### config.mk
export PLATFORM = sky130hd
export DESIGN_NAME = oc_thermal_throttle_flat
export DESIGN_NICKNAME = d
export VERILOG_FILES = /design/src/rtl/oc_thermal_throttle_pkg.sv /design/src/rtl/oc_thermal_throttle_if.sv /design/src/rtl/oc_thermal_throttle_debounce.sv /design/src/rtl/oc_thermal_throttle.sv /design/src/flat_wrapper.sv
export SDC_FILE = /design/constraint.sdc
export NUM_CORES = 1
export LEC_CHECK = 0
export CAP_MARGIN = 0
export CORE_MARGIN = 5
export CORE_UTILIZATION = 61
export CTS_BUF_LIST = sky130_fd_sc_hd__clkbuf_4
export DETAILED_ROUTE_END_ITERATION = 10
export PLACE_DENSITY = 0.9
export SYNTH_ARGS = -nofsm -noshare
export SYNTH_HDL_FRONTEND = slang
export SYNTH_SLANG_ARGS = --single-unit
### constraint.sdc
create_clock -name clock -period 2.6 [get_ports clock]
set_input_delay 0.52 -clock clock [delete_from_list [all_inputs] [get_ports clock]]
set_output_delay 0.52 -clock clock [all_outputs]
set_load 0.005 [all_outputs]
### src/rtl/oc_thermal_throttle_pkg.sv
// Shared types for the thermal throttle block: FSM state encoding and CSR identity.
package oclib_pkg;

  typedef enum logic [1:0] {
    ThrottleNormal   = 2'd0,
    ThrottleThrottle = 2'd1,
    ThrottleShutdown = 2'd2
  } throttle_state_e;

  localparam logic [15:0] CsrIdThermalThrottle = 16'h0071;

  // Clock cycles per microsecond, never below one.
  function automatic int cyclesPerUs(input longint clockHz);
    longint div;
    div = clockHz / 64'd1_000_000;
    return (div < 64'd1) ? 1 : int'(div);
  endfunction

endpackage

### src/rtl/oc_thermal_throttle_if.sv
// Alarm inputs and throttle outputs bundled between the chip monitor side and the user core.
interface oc_thermal_throttle_if #(
  parameter int PwmBits = 8
);
  import oclib_pkg::*;

  logic             enable;
  logic             thermalWarning;
  logic             thermalError;
  logic             allow;
  logic [PwmBits:0] duty;
  throttle_state_e  state;
  logic             shutdownRequest;
  logic [15:0]      throttleEvents;

  modport master (
    output enable, thermalWarning, thermalError,
    input  allow, duty, state, shutdownRequest, throttleEvents
  );

  modport slave (
    input  enable, thermalWarning, thermalError,
    output allow, duty, state, shutdownRequest, throttleEvents
  );

endinterface

### src/rtl/oc_thermal_throttle_debounce.sv
// Reusable alarm conditioning: a flop-chain synchronizer followed by a stable-for-N-ticks filter.
module oclib_synchronizer #(
  parameter int Stages = 3
) (
  input  logic clock,
  input  logic reset,
  input  logic d,
  output logic q
);
  logic [Stages-1:0] syncQ;

  always_ff @(posedge clock or negedge reset) begin
    if (!reset) begin
      syncQ <= '0;
    end else begin
      syncQ[0] <= d;
      for (int i = 1; i < Stages; i++) syncQ[i] <= syncQ[i-1];
    end
  end

  assign q = syncQ[Stages-1];
endmodule

module oclib_debounce #(
  parameter int SyncCycles = 3,
  parameter int DebounceUs = 10
) (
  input  logic clock,
  input  logic reset,
  input  logic tick,
  input  logic raw,
  output logic deb
);
  localparam int CntW = $clog2(DebounceUs + 1);

  logic            synced;
  logic [CntW-1:0] cnt;

  oclib_synchronizer #(.Stages(SyncCycles)) uSync (
    .clock (clock),
    .reset (reset),
    .d     (raw),
    .q     (synced)
  );

  // Any tick-window where the synced input matches the output restarts the count.
  always_ff @(posedge clock or negedge reset) begin
    if (!reset) begin
      deb <= 1'b0;
      cnt <= '0;
    end else if (synced == deb) begin
      cnt <= '0;
    end else if (tick) begin
      if (cnt == CntW'(DebounceUs - 1)) begin
        deb <= synced;
        cnt <= '0;
      end else begin
        cnt <= cnt + 1'b1;
      end
    end
  end
endmodule

### src/rtl/oc_thermal_throttle.sv
// Turns debounced thermal alarms into a PWM activity gate with ramped duty and an error shutdown.
module oc_thermal_throttle
  import oclib_pkg::*;
#(
  parameter longint ClockHz    = 100_000_000,
  parameter int     SyncCycles = 3,
  parameter int     DebounceUs = 10,
  parameter int     RampStepUs = 1000,
  parameter int     PwmBits    = 8,
  parameter int     StepDown   = 32,
  parameter int     StepUp     = 8,
  parameter int     MinDuty    = 32,
  parameter int     CooldownUs = 100_000
) (
  input logic               clock,
  input logic               reset,
  oc_thermal_throttle_if.slave tif
);
  localparam int TickDiv = cyclesPerUs(ClockHz);
  localparam int PreW    = $clog2(TickDiv + 1);
  localparam int RampW   = $clog2(RampStepUs + 1);
  localparam int CoolW   = $clog2(CooldownUs + 1);
  localparam int DutyW   = PwmBits + 1;
  localparam int WideW   = PwmBits + 2;

  localparam logic [DutyW-1:0] FullDuty = DutyW'(2 ** PwmBits);
  localparam logic [DutyW-1:0] MinD     = DutyW'(MinDuty);

  localparam logic [1:0] StNormal   = 2'd0;
  localparam logic [1:0] StThrottle = 2'd1;
  localparam logic [1:0] StShutdown = 2'd2;

  logic [PreW-1:0]    preCnt;
  logic               tick;
  logic               warnD, errD;
  logic [1:0]         stateQ;
  logic [DutyW-1:0]   dutyQ;
  logic [RampW-1:0]   rampQ;
  logic [CoolW-1:0]   coolQ;
  logic [15:0]        throttleEventsQ;
  logic [PwmBits-1:0] pwmCnt;
  logic               allowQ;
  logic [WideW-1:0]   dutyWide, dutyDn, dutyUp;

  always_ff @(posedge clock or negedge reset) begin
    if (!reset) begin
      preCnt <= '0;
      tick   <= 1'b0;
    end else if (preCnt == PreW'(TickDiv - 1)) begin
      preCnt <= '0;
      tick   <= 1'b1;
    end else begin
      preCnt <= preCnt + 1'b1;
      tick   <= 1'b0;
    end
  end

  oclib_debounce #(.SyncCycles(SyncCycles), .DebounceUs(DebounceUs)) uWarnDeb (
    .clock (clock), .reset (reset), .tick (tick), .raw (tif.thermalWarning), .deb (warnD)
  );

  oclib_debounce #(.SyncCycles(SyncCycles), .DebounceUs(DebounceUs)) uErrDeb (
    .clock (clock), .reset (reset), .tick (tick), .raw (tif.thermalError), .deb (errD)
  );

  // Step arithmetic is done one bit wider than duty and clamped, so it can never wrap.
  always_comb begin
    dutyWide = {1'b0, dutyQ};
    dutyDn   = (dutyWide >= WideW'(StepDown + MinDuty)) ? dutyWide - WideW'(StepDown)
                                                        : WideW'(MinDuty);
    dutyUp   = dutyWide + WideW'(StepUp);
    if (dutyUp > {1'b0, FullDuty}) dutyUp = {1'b0, FullDuty};
  end

  always_ff @(posedge clock or negedge reset) begin
    if (!reset) begin
      stateQ          <= StNormal;
      dutyQ           <= FullDuty;
      rampQ           <= '0;
      coolQ           <= '0;
      throttleEventsQ <= '0;
    end else begin
      case (stateQ)
        StNormal: begin
          dutyQ <= FullDuty;
          if (errD) begin
            stateQ <= StShutdown;
            dutyQ  <= '0;
            coolQ  <= '0;
          end else if (warnD && tif.enable) begin
            stateQ <= StThrottle;
            rampQ  <= '0;
            if (throttleEventsQ != 16'hffff) throttleEventsQ <= throttleEventsQ + 1'b1;
          end
        end
        StThrottle: begin
          if (errD) begin
            stateQ <= StShutdown;
            dutyQ  <= '0;
            coolQ  <= '0;
          end else if (!tif.enable) begin
            stateQ <= StNormal;
            dutyQ  <= FullDuty;
          end else if (tick) begin
            if (rampQ == RampW'(RampStepUs - 1)) begin
              rampQ <= '0;
              if (warnD) begin
                dutyQ <= dutyDn[DutyW-1:0];
              end else begin
                dutyQ <= dutyUp[DutyW-1:0];
                if (dutyUp[DutyW-1:0] == FullDuty) stateQ <= StNormal;
              end
            end else begin
              rampQ <= rampQ + 1'b1;
            end
          end
        end
        default: begin
          dutyQ <= '0;
          if (errD) begin
            coolQ <= '0;
          end else if (tick) begin
            if (coolQ == CoolW'(CooldownUs - 1)) begin
              stateQ <= StThrottle;
              dutyQ  <= MinD;
              rampQ  <= '0;
              coolQ  <= '0;
            end else begin
              coolQ <= coolQ + 1'b1;
            end
          end
        end
      endcase
    end
  end

  always_ff @(posedge clock or negedge reset) begin
    if (!reset) begin
      pwmCnt <= '0;
      allowQ <= 1'b0;
    end else begin
      pwmCnt <= pwmCnt + 1'b1;
      allowQ <= ({1'b0, pwmCnt} < dutyQ);
    end
  end

  assign tif.allow           = allowQ;
  assign tif.duty            = dutyQ;
  assign tif.state           = throttle_state_e'(stateQ);
  assign tif.shutdownRequest = (stateQ == StShutdown);
  assign tif.throttleEvents  = throttleEventsQ;

endmodule

### src/flat_wrapper.sv
// flat-port wrapper written by rule: the top's interface ports become plain ports
module oc_thermal_throttle_flat import oclib_pkg::*;
#(
  parameter longint ClockHz    = 100_000_000,
  parameter int     SyncCycles = 3,
  parameter int     DebounceUs = 10,
  parameter int     RampStepUs = 1000,
  parameter int     PwmBits    = 8,
  parameter int     StepDown   = 32,
  parameter int     StepUp     = 8,
  parameter int     MinDuty    = 32,
  parameter int     CooldownUs = 100_000
)
  (clock, reset, tif_enable, tif_thermalWarning, tif_thermalError, tif_allow, tif_duty, tif_state, tif_shutdownRequest, tif_throttleEvents);
  oc_thermal_throttle_if #(.PwmBits(PwmBits)) tif_i ();
  input logic clock;
  input logic reset;
  input wire logic [$bits(tif_i.enable)-1:0] tif_enable;
  input wire logic [$bits(tif_i.thermalWarning)-1:0] tif_thermalWarning;
  input wire logic [$bits(tif_i.thermalError)-1:0] tif_thermalError;
  output wire logic [$bits(tif_i.allow)-1:0] tif_allow;
  output wire logic [$bits(tif_i.duty)-1:0] tif_duty;
  output wire logic [$bits(tif_i.state)-1:0] tif_state;
  output wire logic [$bits(tif_i.shutdownRequest)-1:0] tif_shutdownRequest;
  output wire logic [$bits(tif_i.throttleEvents)-1:0] tif_throttleEvents;
  assign tif_i.enable = tif_enable;
  assign tif_i.thermalWarning = tif_thermalWarning;
  assign tif_i.thermalError = tif_thermalError;
  assign tif_allow = tif_i.allow;
  assign tif_duty = tif_i.duty;
  assign tif_state = tif_i.state;
  assign tif_shutdownRequest = tif_i.shutdownRequest;
  assign tif_throttleEvents = tif_i.throttleEvents;
  oc_thermal_throttle #(.ClockHz(ClockHz), .SyncCycles(SyncCycles), .DebounceUs(DebounceUs), .RampStepUs(RampStepUs), .PwmBits(PwmBits), .StepDown(StepDown), .StepUp(StepUp), .MinDuty(MinDuty), .CooldownUs(CooldownUs)) u_core (.clock(clock), .reset(reset), .tif(tif_i));
endmodule
==> flow_metrics.py, run 1 <==
metrics = {
    "status": {
        "outcome": "finished clean",
    },
    "logic_synthesis": {
        "yosysMostFrequentCell": "dfrtp_1",
        "syn_inst": 467,
        "synthArstFlopShare": 1.00,
        "yosys.area.top_type": "dfrtp_1",
        "syn_avg_cell_area_um2": 9.80,
        "ys_warn_count": 0,
        "synth_area_leaders": "dfrtp_1 (47%), ha_1 (5.7%), o21ai_0 (4.6%)",
        "synth.top_cell.area_share": 0.470,
        "synth_common_cells": "dfrtp_1 (86), o21ai_0 (42), nand2_1 (35)",
        "seq_area_frac_synth": 0.476,
        "synth-edff-count": 0,
        "synth_seq_cells": 87,
        "netlist_area_um2": 4580,
        "synth_fp_nets": 493,
        "synth.distinct_cells": 61,
        "synthFlopType": "dfrtp_1",
    },
    "detailed_routing": {
        "wl_per_cell_um": 15.8,
        "vias": 3797,
        "ant_nets": 0,
        "drt-vias-per-instance": 6.18,
        "drc": 0,
        "first_iter_violations": 349,
        "dr.pass1.iters": 5,
        "routed_wl_mm": 9.73,
    },
    "sta": {
        "fmax_ghz": 0.424,
        "timing.slew.headroom": 0.525,
        "holdWs_ps": 14.5,
        "fin_crit_sh": 0.908,
        "worst_slew_pin_slew_ps": 706,
        "finalSetupViolCount": 0,
        "final-max-slew-violation-count": 0,
        "setup-tns-final_ps": 0,
        "skew_ps": 21.0,
        "rsz0062_at_grt": "no",
        "final_hold_viol_count": 0,
        "fin_crit_ps": 2360,
    },
    "clocking": {
        "post_cts_buffers": 0,
        "holdBufCountCts": 0,
        "cts_tree": "done",
        "cts_buffer_depth": 2,
        "cts_htree_levels": 3,
        "cts_buffers": 9,
        "clk_latency_ps": 450,
        "cts.sinks": 87,
        "cts_resized": 0,
        "cts_root_buffer": "clkbuf_4",
        "clk_pin_slew_ps": 150,
    },
    "place": {
        "io_buffers": 33,
        "hpwl_mm": 7.06,
        "placed_cell_area_um2": 5060,
        "gp_congestion": 0.919,
    },
    "grt": {
        "grt_pass1_wl_mm": 16.8,
        "grt_max_degree": 52,
        "antenna_found_initial": 0,
        "grt_pass1_vias": 3732,
        "gr-usage-all-layers": 0.212,
        "gr-total-overflow": 0,
    },
    "die": {
        "io_pins": 34,
        "coreArea_um2": 7290,
        "floorplan.die.height_um": 96.6,
        "start_util": 0.628,
        "die_w_um": 96.6,
        "dieArea_um2": 9340,
        "rows": 31,
    },
    "final_layout": {
        "drive_gt1_frac": 0.0660,
        "fin_area_um2": 5210,
        "layout.nets": 536,
        "area_delta_synth_final_pct": 13.7,
        "utilization": 0.714,
        "diodes": 0,
    },
    "worst_setup_path": {
        "crit_required_ps": 2980,
        "path_max_fanout": 7,
        "setup.worst_path.class": "register to register",
        "crit_chain": "inv_1 -> ha_1 -> or4b_2 -> nor3_1 -> a22oi_1 -> o211ai_1 -> and3_1",
        "critPathSlowestCell": "or4b_2",
        "crit_path_max_incr_delay_ps": 610,
        "cp-start-kind": "register",
        "critPathCaptureType": "register",
        "path_buf_inv": 1,
        "arrival_ps": 2740,
        "crit_family": "simple AND/OR/NAND/NOR gates",
    },
    "flow_run": {
        "drv_cap": 0,
    },
    "worst_hold_path": {
        "hold_path_class": "input pin to asynchronous set/reset pin",
    },
    "power_and_ir_drop": {
        "leakage_uw": 0.00224,
        "power.density_nw_per_um2": 420,
        "ir_drop_mv": 0.358,
    },
}
[kinds of logic after synthesis]
kind of cell | share of synthesized area
AO/OA/AOI/OAI | 0.154
XOR/XNOR | 0.0650
buffers and inverters | 0.0271
AND/OR/NAND/NOR | 0.214
adder cells (fa/ha/maj) | 0.0574
multiplexers | 0.00683
flip-flops | 0.476
[registers in the layout, indices dropped and copies added (netlist names)]
name / flops
u_core.coolQ: 17
u_core.preCnt: 7
u_core.pwmCnt: 8
u_core.rampQ: 10
u_core.tick: 1
u_core.tif.allow: 1
u_core.tif.duty: 9
u_core.tif.state: 2
u_core.tif.throttleEvents: 16
u_core.uErrDeb.cnt: 4
u_core.uErrDeb.deb: 1
u_core.uErrDeb.uSync.syncQ: 3
u_core.uWarnDeb.cnt: 4
u_core.uWarnDeb.deb: 1
u_core.uWarnDeb.uSync.syncQ: 3
[placed cells by master, fill, tap and decap left out, types with 9 or more instances in the layout]
cell              n
a21oi_1          11
and3_1           18
buf_4             9
clkbuf_4         10
clkdlybuf4s50_1  32
dfrtp_1          86
ha_1             21
inv_1            20
nand2_1          35
nand3_1          32
nor2_1           34
nor3_1           14
o21ai_0          42
o31ai_1          12
xnor2_1          20
xor2_1           14
[path summary, 6_finish.rpt]
kind | endpoint | cells after the start | start | slack [ps]
worst max register to register | u_core.tif.duty[2] | 7 | u_core.tif.duty[4] | 240
worst min register to register | u_core.uErrDeb.uSync.syncQ[2] | 0 | u_core.uErrDeb.uSync.syncQ[1] | 360
min in group clock | u_core.uErrDeb.uSync.syncQ[2] | 0 | u_core.uErrDeb.uSync.syncQ[1] | 360
worst max-delay path | u_core.tif.duty[2] | 7 | u_core.tif.duty[4] | 240
max in group asynchronous | u_core.tif.throttleEvents[1] | 2 | reset | 1960
worst min-delay path | u_core.preCnt[6] | 1 | reset | 10
[stage by stage]
step	worst slack, ps	instances	total power (uW)
after detailed placement	284	598	1430
final	240	614	2190
after floorplan	517	467	1390
after global routing	108	614	2270
after global placement	363	598	1430
after CTS	255	614	2210
[power breakdown]
part	internal [uW]	leakage (uW)	total, uW	switching (uW)
Combinational	10.5	0.000998	40.5	30.0
Clock	313	0.0000807	788	475
Sequential	1360	0.00116	1360	1.83
[worst reg2reg max path, stage by stage, from the launching register on]
cell      delay (ps)
dfrtp_1          500
inv_1            100
ha_1             290
or4b_2           610
nor3_1           200
a22oi_1          130
o211ai_1         290
and3_1           190
[area by class of cell]
cell class	count	area (um2)
Clock buffer	10	75.1
Timing Repair Buffer	42	408
Tap cell	99	124
Clock inverter	6	67.6
Inverter	21	78.8
Sequential cell	87	2180
Fill cell	550	2080
Multi-Input combinational cell	349	2280
[per-layer routing]
metal	wire, um	GRT usage	vias up
li1	-	-	1806
met1	4250	0.268	1829
met2	4770	0.354	142
met3	582	0.0576	20
met4	131	0.0702	0
met5	0	0	-
Note: power is estimated with default switching activity, not from simulation.
==> run 2: changes to the inputs <==
--- a/config.mk
+++ b/config.mk
@@ -6,11 +6,13 @@
 export NUM_CORES = 1
 export LEC_CHECK = 0
 export CAP_MARGIN = 0
+export CORE_ASPECT_RATIO = 1.1
 export CORE_MARGIN = 5
 export CORE_UTILIZATION = 61
 export CTS_BUF_LIST = sky130_fd_sc_hd__clkbuf_4
 export DETAILED_ROUTE_END_ITERATION = 10
 export PLACE_DENSITY = 0.9
+export SLEW_MARGIN = 20
 export SYNTH_ARGS = -nofsm -noshare
 export SYNTH_HDL_FRONTEND = slang
 export SYNTH_SLANG_ARGS = --single-unit
==> flow_metrics.py, run 2 (synthesis gave the netlist of run 1 again) <==
metrics = {
    "sta": {
        "fmax_ghz": 0.406,
        "holdWs_ps": 83.3,
        "timing.slew.headroom": 0.488,
        "finalSetupViolCount": 0,
        "fin_crit_sh": 0.947,
        "rsz0062_at_grt": "no",
        "fin_crit_ps": 2460,
        "final-max-slew-violation-count": 0,
        "worst_slew_pin_slew_ps": 761,
        "setup-tns-final_ps": 0,
        "skew_ps": 18.0,
        "final_hold_viol_count": 0,
    },
    "final_layout": {
        "nFillCells": 541,
        "final_common_cell": "dfrtp_1",
        "layout_common_cells": "dfrtp_1 (86), o21ai_0 (42), nand2_1 (35)",
        "top_register": "u_core.coolQ",
        "layout.nets": 534,
        "diodes": 0,
        "area_delta_synth_final_pct": 12.4,
        "largest_reg_flops": 17,
        "drive_gt1_frac": 0.0604,
    },
    "die": {
        "coreArea_um2": 7390,
        "io_pins": 34,
        "die_w_um": 92.6,
        "floorplan.die.height_um": 101,
        "rows": 33,
        "start_util": 0.619,
        "dieArea_um2": 9340,
    },
    "clocking": {
        "cts_buffers": 9,
        "cts_tree": "done",
        "clk_latency_ps": 440,
        "cts.sinks": 87,
        "cts_resized": 0,
        "holdBufCountCts": 0,
        "cts_buffer_depth": 2,
        "cts_root_buffer": "clkbuf_4",
        "cts_htree_levels": 3,
        "post_cts_buffers": 0,
        "clk_pin_slew_ps": 140,
    },
    "place": {
        "io_buffers": 33,
        "gp_congestion": 0.926,
        "hpwl_mm": 6.63,
    },
    "worst_setup_path": {
        "arrival_ps": 2830,
        "crit_required_ps": 2970,
        "cp-start-kind": "register",
        "critPathCaptureType": "register",
        "setup.worst_path.class": "register to register",
        "path_max_fanout": 7,
    },
    "power_and_ir_drop": {
        "leakage_uw": 0.00220,
        "ir_drop_mv": 0.237,
        "power.density_nw_per_um2": 399,
    },
    "grt": {
        "gr-total-overflow": 0,
        "gr-usage-all-layers": 0.222,
        "grt_pass1_wl_mm": 16.8,
        "grt_pass1_vias": 3713,
        "grt_max_degree": 49,
        "antenna_found_initial": 0,
    },
    "detailed_routing": {
        "dr.pass1.iters": 4,
        "wl_per_cell_um": 15.9,
        "routed_wl_mm": 9.55,
        "first_iter_violations": 219,
        "drc": 0,
        "drt-vias-per-instance": 6.22,
        "vias": 3730,
        "ant_nets": 0,
    },
    "worst_hold_path": {
        "hold_path_class": "input pin to asynchronous set/reset pin",
    },
    "status": {
        "outcome": "finished clean",
    },
    "flow_run": {
        "drv_cap": 0,
    },
}
-- run 2: worst max-delay path, cell delays in order, from the launching register on --
cell and delay, ps:
dfrtp_1 470, inv_1 100, ha_1 310, or4b_2 600, nor3_1 230, a22oi_1 150
o211ai_1 320, and3_1 210
-- run 2: final cells by class --
type / count / area [um2] / area share
clock buffer: 10 / 75.1 / 0.0146
inverter: 21 / 78.8 / 0.0153
sequential: 87 / 2180 / 0.423
tap: 87 / 109 / 0.0211
clock inverter: 6 / 37.5 / 0.00729
multi-input combinational: 349 / 2280 / 0.442
timing repair buffer: 40 / 393 / 0.0763
-- run 2: per-stage QoR --
| step | setup WS, ps | util | instance area [um2] | power [uW] | std cells |
|---|---|---|---|---|---|
| detailed placement | 260 | 0.681 | 5030 | 1430 | 584 |
| CTS | 142 | 0.696 | 5150 | 2070 | 600 |
| finish | 138 | 0.696 | 5150 | 2050 | 600 |
| global placement | 326 | 0.681 | 5030 | 1430 | 584 |
| floorplan | 517 | - | 4580 | 1390 | 467 |
| global route | 18.6 | 0.696 | 5150 | 2130 | 600 |
-- run 2: power breakdown --
group | leakage [uW] | internal, uW | switching (uW) | total, uW
Sequential | 0.00116 | 1360 | 1.89 | 1360
Clock | 0.0000497 | 200 | 455 | 655
Combinational | 0.000987 | 9.43 | 30.6 | 40.0
Total | 0.00220 | 1570 | 487 | 2050
-- run 2: worst paths after layout --
check / startpoint / endpoint / slack [ps] / cells past startpoint
setup / recovery: u_core.tif.duty[3] / u_core.tif.duty[0] / 140 / 7
min in group clock: u_core.uErrDeb.uSync.syncQ[0] / u_core.uErrDeb.uSync.syncQ[1] / 360 / 0
hold / removal: reset / u_core.pwmCnt[7] / 80 / 1
setup reg to reg: u_core.tif.duty[3] / u_core.tif.duty[0] / 140 / 7
hold reg to reg: u_core.uErrDeb.uSync.syncQ[0] / u_core.uErrDeb.uSync.syncQ[1] / 360 / 0
max in group asynchronous: reset / u_core.tif.throttleEvents[3] / 1870 / 2
-- run 2: layer usage --
metal,up-vias,track usage,part of all wire
met5,-,0,0
met4,0,0.0983,0.020
met3,18,0.0351,0.048
met2,120,0.354,0.48
met1,1797,0.302,0.45
li1,1795,-,-
